**config.mk**
```make
export PLATFORM = sky130hd
export DESIGN_NAME = nri_divider
export DESIGN_NICKNAME = d
export VERILOG_FILES = /design/src/rtl/nri_divider.sv
export SDC_FILE = /design/constraint.sdc
export NUM_CORES = 1
export LEC_CHECK = 0
export BUFFER_PORTS_ARGS = -buffer_cell sky130_fd_sc_hd__buf_4
export CAP_MARGIN = 10
export CORE_AREA = 2 2 237 145
export DETAILED_ROUTE_END_ITERATION = 10
export DIE_AREA = 0 0 239 147
export PLACE_DENSITY = 0.69
export SLEW_MARGIN = 5
export SYNTH_ARGS = -nofsm -noshare
export SYNTH_HDL_FRONTEND = slang
export SYNTH_SLANG_ARGS = --single-unit
```
**constraint.sdc**
```tcl
create_clock -name i_clk -period 4.7 [get_ports i_clk]
set_input_delay 0.235 -clock i_clk [delete_from_list [all_inputs] [get_ports i_clk]]
set_output_delay 0.235 -clock i_clk [all_outputs]
set_load 0.005 [all_outputs]
```
**src/rtl/nri_divider.sv**
```systemverilog
// Iterative radix-2 non-restoring divider for DIV/DIVU/REM/REMU with valid/ready handshakes.
// Divide-by-zero and signed overflow bypass the iteration and complete one cycle after accept.
module nri_divider #(
    parameter int unsigned XLEN = 32
) (
    input  logic            i_clk,
    input  logic            i_rst,
    input  logic            i_valid,
    output logic            o_ready,
    input  logic [1:0]      i_op,
    input  logic [XLEN-1:0] i_dividend,
    input  logic [XLEN-1:0] i_divisor,
    output logic            o_valid,
    input  logic            i_ready,
    output logic [XLEN-1:0] o_result,
    output logic            o_busy
);

    localparam int unsigned CNT_W = $clog2(XLEN);

    typedef enum logic [1:0] {
        ST_IDLE,
        ST_RUN,
        ST_FIX,
        ST_DONE
    } state_t;

    state_t            state_q, state_d;
    logic [1:0]        op_q, op_d;
    logic [XLEN-1:0]   qd_q, qd_d;
    logic [XLEN-1:0]   dvm_q, dvm_d;
    logic [XLEN:0]     pr_q, pr_d;
    logic              qsign_q, qsign_d;
    logic              rsign_q, rsign_d;
    logic [CNT_W-1:0]  cnt_q, cnt_d;
    logic [XLEN-1:0]   result_q, result_d;

    logic              in_signed;
    logic              a_neg;
    logic              b_neg;
    logic              div_zero;
    logic              sgn_ovf;
    logic [XLEN:0]     shifted;
    logic [XLEN:0]     pr_step;
    logic [XLEN-1:0]   rem_fix;
    logic [XLEN-1:0]   quo_out;
    logic [XLEN-1:0]   rem_out;

    always_comb begin
        in_signed = ~i_op[0];
        a_neg     = in_signed & i_dividend[XLEN-1];
        b_neg     = in_signed & i_divisor[XLEN-1];
        div_zero  = (i_divisor == '0);
        sgn_ovf   = in_signed && (i_dividend == {1'b1, {(XLEN-1){1'b0}}}) && (i_divisor == '1);

        // qd holds the dividend magnitude; quotient bits shift in as dividend bits shift out
        shifted   = {pr_q[XLEN-1:0], qd_q[XLEN-1]};
        pr_step   = pr_q[XLEN] ? (shifted + {1'b0, dvm_q}) : (shifted - {1'b0, dvm_q});

        rem_fix   = pr_q[XLEN] ? (pr_q[XLEN-1:0] + dvm_q) : pr_q[XLEN-1:0];
        quo_out   = (qsign_q & ~op_q[0]) ? (~qd_q + 1'b1) : qd_q;
        rem_out   = (rsign_q & ~op_q[0]) ? (~rem_fix + 1'b1) : rem_fix;
    end

    always_comb begin
        state_d  = state_q;
        op_d     = op_q;
        qd_d     = qd_q;
        dvm_d    = dvm_q;
        pr_d     = pr_q;
        qsign_d  = qsign_q;
        rsign_d  = rsign_q;
        cnt_d    = cnt_q;
        result_d = result_q;

        unique case (state_q)
            ST_IDLE: begin
                if (i_valid) begin
                    op_d    = i_op;
                    qd_d    = a_neg ? (~i_dividend + 1'b1) : i_dividend;
                    dvm_d   = b_neg ? (~i_divisor + 1'b1) : i_divisor;
                    pr_d    = '0;
                    cnt_d   = '0;
                    qsign_d = a_neg ^ b_neg;
                    rsign_d = a_neg;
                    if (div_zero) begin
                        result_d = i_op[1] ? i_dividend : '1;
                        state_d  = ST_DONE;
                    end else if (sgn_ovf) begin
                        result_d = i_op[1] ? '0 : {1'b1, {(XLEN-1){1'b0}}};
                        state_d  = ST_DONE;
                    end else begin
                        state_d  = ST_RUN;
                    end
                end
            end
            ST_RUN: begin
                pr_d = pr_step;
                qd_d = {qd_q[XLEN-2:0], ~pr_step[XLEN]};
                if (cnt_q == CNT_W'(XLEN-1)) begin
                    cnt_d   = '0;
                    state_d = ST_FIX;
                end else begin
                    cnt_d   = cnt_q + CNT_W'(1);
                end
            end
            ST_FIX: begin
                result_d = op_q[1] ? rem_out : quo_out;
                state_d  = ST_DONE;
            end
            ST_DONE: begin
                if (i_ready) begin
                    state_d = ST_IDLE;
                end
            end
            default: state_d = ST_IDLE;
        endcase
    end

    always_ff @(posedge i_clk) begin
        if (i_rst) begin
            state_q  <= ST_IDLE;
            op_q     <= '0;
            qd_q     <= '0;
            dvm_q    <= '0;
            pr_q     <= '0;
            qsign_q  <= 1'b0;
            rsign_q  <= 1'b0;
            cnt_q    <= '0;
            result_q <= '0;
        end else begin
            state_q  <= state_d;
            op_q     <= op_d;
            qd_q     <= qd_d;
            dvm_q    <= dvm_d;
            pr_q     <= pr_d;
            qsign_q  <= qsign_d;
            rsign_q  <= rsign_d;
            cnt_q    <= cnt_d;
            result_q <= result_d;
        end
    end

    assign o_ready  = (state_q == ST_IDLE);
    assign o_busy   = (state_q != ST_IDLE);
    assign o_valid  = (state_q == ST_DONE);
    assign o_result = result_q;

endmodule
```
# Word level (Yosys, flattened, before mapping)
# Cells that the tools add are included.
# totals
reg_bits,140
inputBits,70
output_inout_bits,35
word_cells,76
# op_classes
add_sub_neg,8
n_eq_ne,10
n_mux,26
n_bitwise,12
reduce_logical,11
# ops
op,count
$mux W32,12
$add A32 B1 Y32 const B,4
$not A32 Y32,4
$pmux W32 S2,2
$mux W33,2
$pmux W33 S2,1
$eq A32 B32 Y1 const B,2
$add A33 B32 Y33,1
$sub A33 B32 Y33,1
$add A32 B32 Y32,1
$logic_not A32 Y1,1
$mux W2,5
$mux W5,2
$pmux W5 S2,1
$pmux W2 S4,1
$reduce_and A3 Y1,2
$reduce_bool A2 Y1,3
$add A5 B1 Y5 const B,1
$eq A5 B5 Y1 const B,1
$and A1 B1 Y1,4
$eq A2 B2 Y1 const B,2
$ne A2 B2 Y1 const B,2
$reduce_and A2 Y1,2
$ne A3 B1 Y1 const B,1
6 further kinds,9

# Logic depth before layout (Yosys ltp)
# logic_depth
ltp_word,7
depth_mapped,21
ltp_nobuf,20

# Worst setup path before layout
# OpenSTA, ideal clock, no wires.
# synth_timing
kind,register to register
startpoint,register pr_q[32]
endpoint,register qd_q[0]
setup_time_ns,0.114
t_arrival_ns,4.863
t_required_ns,4.586
setup_slack_ns,-0.278
path_stages_with_launch,21
path_buffers,7
path_cell_list,dfxtp_1 clkbuf_1 clkbuf_1 clkbuf_1 buf_1 buf_2 buf_1 clkbuf_1 nor2_1 xor2_1 ha_1 nor2b_1 o21ai_0 a21boi_1 o311ai_0 a211oi_1 o211ai_1 a21oi_1 a311oi_1 xnor2_1 a2111oi_0
# synth_between
elab_chain_cells,3
# synth_lines
element,line,source
from (decl),32,"logic [XLEN:0] pr_q, pr_d;"
from (signal assigned),136,pr_q <= pr_d;
$mux W33,58,"pr_step = pr_q[XLEN] ? (shifted + {1'b0, dvm_q}) : (shifted - {1'b0, dvm_q});"
$not A1 Y1,99,"qd_d = {qd_q[XLEN-2:0], ~pr_step[XLEN]};"
$pmux W32 S2,76,unique case (state_q)
to (signal assigned),134,qd_q <= qd_d;
to (decl),30,"logic [XLEN-1:0] qd_q, qd_d;"
# No other way between the ends.
# A chain may end at the register's enable or synchronous reset.

# Final worst setup path
# layout_timing
startpoint,register dvm_q[4]
endpoint,register qd_q[0]
# layout_between
elab_chain_cells,4
elab_cells_between_ends,5
classes_between,2 x add/sub; 2 x mux; 1 x bitwise
# layout_lines
element,line,source
from (decl),31,"logic [XLEN-1:0] dvm_q, dvm_d;"
from (signal assigned),135,dvm_q <= dvm_d;
$sub A33 B32 Y33 / $add A33 B32 Y33 (equally long branches),58,
$mux W33 *,58,
$not A1 Y1 *,99,
$pmux W32 S2 *,76,
# Every way passes the cells marked *; elsewhere a longest branch is shown, timed or not.

==> flow_results.org <==
** Run status
- Run status :: complete, no violations

** Placed design
- Final estimated routing congestion in global placement :: between 0.9 and 1
- Total of buffers placed on input and output ports :: approximately 100
- Once detailed placement completed, the half-perimeter wirelength came to approximately 36 mm.

** Setup path
- Worst reg-to-reg path cell count :: 20
- In this run the worst path has a maximum fanout of 5.
- Crit path max-delay cell type :: sky130_fd_sc_hd__or4_4
- The setup check on the worst reg-to-reg path leaves a slack of approximately 300 ps.
- For this run, the slowest stage of the critical path takes roughly 530 ps.
- Kind of cell adding the most delay to the critical path :: compound AO/OA/AOI/OAI gates
- STA classifies the critical path startpoint as a flip-flop.
- STA classifies the critical path endpoint as a flip-flop.
- Worst endpoint data arrival time :: 4730 ps
- Number of cells on the critical path :: 20
- The critical path goes through or4_4 > nor4_2 > buf_4 > and2_1 > inv_1 > nor2_1 > nand2_1 > nor3_1 > nor2_1 > xor2_1 > ha_1 > a21o_1 > a21o_1 > a21o_1 > a21o_1 > a211oi_1 > nor2_1 > a311oi_2 > xnor2_1 > a2111oi_0.
- In this run the critical register-to-register path is captured at qd_q[0].
- By startpoint and endpoint, the worst setup path is classified as reg -> reg.
- Start of the worst register-to-register path :: dvm_q[4]
- Counting both buffers and inverters, the worst setup path holds a total of 2.
- The critical path ends at qd_q[0].
- In this design, the critical path's most frequently occurring cell is sky130_fd_sc_hd__a21o_1.
- The most critical setup path has its startpoint at dvm_q[4].
- At the worst endpoint, the required time is 5030 ps.

** Finish
- In the final design database the tool counted 2,016 nets.
- Highest-count cells in the layout ignoring fill and taps :: 206 x sky130_fd_sc_hd__nor2_1, 194 x sky130_fd_sc_hd__nand2_1, 191 x sky130_fd_sc_hd__a21oi_1
- Area used by sequential logic in the layout :: 2800 um2
- Counting the fill cells in the layout gives 3,315.
- From synthesis to final layout, the design area changed by 14.4%.
- 0 antenna diodes ended up in the layout.
- Of the cells placed in the final design, the portion with a size suffix greater than 1 is 11.8%.
- Area taken by multi-input logic gates :: 9710 um2
- Leaving out fill and tap cells, the most frequent cell in the layout is sky130_fd_sc_hd__nor2_1.

** Global route
- Number of global-route vias before repair :: 12.5k
- Largest net degree at the start of global routing :: between 70 and 80
- Sum of overflow across all layers after global routing :: 0
- The initial antenna violation count is 0.
- Global-route wire length before repair :: approximately 72 mm
- Aggregate global-route resource usage :: between 20% and 30%

** Timing
- Setup violations remaining at the end of the flow were counted as 0.
- FMAX :: 228 MHz
- The hold violation count in the final report was 0.
- Clock skew :: 12.5 ps
- Normalized max-slew margin :: ~25%
- Accumulated negative setup slack :: 0 ps
- For the pin with the worst max-slew slack, the measured transition is 1120 ps.
- The number of max-slew violations in the final report came to 0.
- Fraction of the cycle the final worst path needs :: 93.5%
- Min Clock Period, post-route :: 4400 ps
- Setup repair after global routing missed its margin :: no

** Synth
- Synth Net Count :: 1,959
- Post-synth EDFFs :: 0
- After technology mapping, the gate count stands at 1,812.
- The share of synthesized area in the top cell type comes to 21.5%.
- Averaged over all synthesized cells, the footprint is 7.21 um2.
- Among all flip-flop cells after synthesis, the most frequent one is sky130_fd_sc_hd__dfxtp_1.
- Share of synthesized area occupied by flip-flops and latches :: 21.5%
- Total number of yosys warnings :: 0
- Counting flops and latches in the post-synthesis netlist gives 140.
- After synthesis, the share of flip-flops with an asynchronous set or reset is 0%.
- Area of the mapped netlist :: ~13,000 um2
- Yosys attributes the largest share of cell area to sky130_fd_sc_hd__dfxtp_1 21%, sky130_fd_sc_hd__a21oi_1 7.4%, sky130_fd_sc_hd__ha_1 7.2%, sky130_fd_sc_hd__xnor2_1 6.5%, sky130_fd_sc_hd__nor2_1 5.9%.
- Counting distinct cell types in the post-synthesis netlist gives 90.
- Largest area contributor in the netlist :: sky130_fd_sc_hd__dfxtp_1

** Die
- For this configuration, the core starts out at a cell density of 39.4%.
- In this run the standard cell core region covers 33,200 um2.
- Row count :: 52
- DIE HEIGHT :: 147 um
- Top Ports :: 105
- The floorplan step defined a die boundary enclosing 35,100 um2.
- Measured along the x axis, the die boundary spans about 240 um.

** Clocking
- No sink is reached through more buffers than the 2 on the longest clock path.
- Clock tree from TritonCTS :: done
- The H-tree was split into 4 levels.
- Post-CTS sizing :: 0
- Buffers inserted by post-CTS timing repair :: 0
- The tree built by TritonCTS fans out to 140 sinks.
- Number of clock buffers inserted by TritonCTS :: 17
- Clock latency on the worst-skew pair :: around 450 ps
- CTS clock-pin slew for the worst setup and hold paths :: around 70 ps
- Root Driver :: sky130_fd_sc_hd__clkbuf_16
- In this run, post-CTS hold repair placed 0 buffers.

** Detailed routing
- DR WL/cell :: just over 20 um
- The count of nets left with antenna violations once routing finished came out at 0.
- DRC Markers :: 0
- Starting DRT DRC Count :: 1,748
- Overall routed net length :: 46.6 mm
- First drt pass iteration count :: 6
- In the routed layout, each cell is associated on average with a via count of about 6.
- Summing over every cut layer, the via total after detailed routing is roughly 14k.

** Pwr
- Combinational group share of total power :: around 56%
- The clock network is responsible for about 21% of the overall power.
- Sequential power share :: about a quarter
- The internal portion of the total power is 3650 uW.
- In this run the static leakage power is 0.00596 uW.
- Across the VDD grid, the largest voltage drop is about 0.00032 V.
- Power spread over the standard cell area amounts to between 400 and 500 nW/um2.
- Net switching power figure :: 3310 uW
- The completed layout was analyzed and its total power is 6970 uW.
- Of the total power, the share spent switching nets is 47.5%.

** Min path
- The tightest min-delay check is of the in -> reg type.
- In this run the most critical hold path is launched from i_divisor[0].

** Run
- Max-cap violations in this run came to 0.
==> metal layers <==
metal / vias up / wire length [um] / GRT usage, %
li1: 6733 / - / -
met1: 6596 / 22800 / 42.3
met2: 731 / 17000 / 32.7
met3: 57 / 6170 / 8.34
met4: 0 / 692 / 5.31
met5: - / 0 / 0
==> cells by family (layout without fill, tap and decap cells) <==
family / Yosys count / after routing / synth area share [%]
adder cells (fa/ha/maj): 77 / 77 / 7.49
XOR/XNOR: 180 / 180 / 12.1
AO/OA/AOI/OAI: 591 / 591 / 29.4
multiplexers: 18 / 18 / 1.41
AND/OR/NAND/NOR: 651 / 651 / 23.6
buffers and inverters: 155 / 225 / 4.54
flip-flops: 140 / 140 / 21.5
==> sequential cells by signal, summed over array words and instances (netlist names) <==
register,cells
cnt_q,5
dvm_q,32
o_result,32
op_q,2
pr_q,33
qd_q,32
qsign_q,1
rsign_q,1
state_q,2
==> synth_stat cells (25+ instances only) <==
cell type / instances
sky130_fd_sc_hd__nand3_1: 35
sky130_fd_sc_hd__a211oi_1: 40
sky130_fd_sc_hd__o21ai_0: 94
sky130_fd_sc_hd__xnor2_1: 97
sky130_fd_sc_hd__clkbuf_1: 86
sky130_fd_sc_hd__inv_1: 48
sky130_fd_sc_hd__nor2_1: 206
sky130_fd_sc_hd__nor3_1: 64
sky130_fd_sc_hd__ha_1: 75
sky130_fd_sc_hd__dfxtp_1: 140
sky130_fd_sc_hd__nand4_1: 25
sky130_fd_sc_hd__o31ai_1: 25
sky130_fd_sc_hd__xor2_1: 83
sky130_fd_sc_hd__a21o_1: 39
sky130_fd_sc_hd__nand2_1: 194
sky130_fd_sc_hd__a21oi_1: 193
==> stage by stage <==
stage	hold WS [ps]	setup WS, ps	util, %	cell area [um2]	std cells
floorplan	371	59.6	-	13100	1812
global placement	437	174	43.1	14300	2280
detailed placement	441	205	43.1	14300	2280
CTS	59.6	158	44.9	14900	2312
global route	92.0	40.9	45.0	14900	2314
finish	71.8	305	45.0	14900	2314
==> worst min path at each step <==
stage | slack, ps | endpoint | cells after the start
after floorplan | 370 | op_q[0] | 2
after global placement | 440 | o_result[25] | 2
after detailed placement | 440 | o_result[25] | 2
after CTS | 60 | dvm_q[0] | 3
after global routing | 90 | dvm_q[0] | 3
final | 70 | dvm_q[0] | 3
==> worst reg2reg max path, delay by kind of cell (launching register included) <==
kind                       cells  cell delay (ps)
adders and majority gates      1              310
DFF                            1              360
buffers and inverters          2              250
and+or+nand+nor                8             1420
xor gates and xnor gates       2              290
AOI/OAI and AO/OA              7             1650
==> cell type report <==
type,instances,area share [%]
Inverter,49,1.23
Clock inverter,13,1.03
Clock buffer,19,3.03
Tap cell,432,3.62
Multi-Input combinational cell,1517,65.0
Timing Repair Buffer,144,7.34
Sequential cell,140,18.8
==> power by group through the flow <==
| stage | clock, uW | combinational, uW | sequential [uW] |
|---|---|---|---|
| after detailed placement | 0 | 3740 | 1660 |
| after CTS | 1450 | 3760 | 1630 |
| after floorplan | 0 | 2800 | 1530 |
| after global placement | 0 | 3700 | 1650 |
| after global routing | 1490 | 4220 | 1670 |
| final | 1440 | 3870 | 1660 |
No activity file was read; power rests on OpenSTA's default activity.
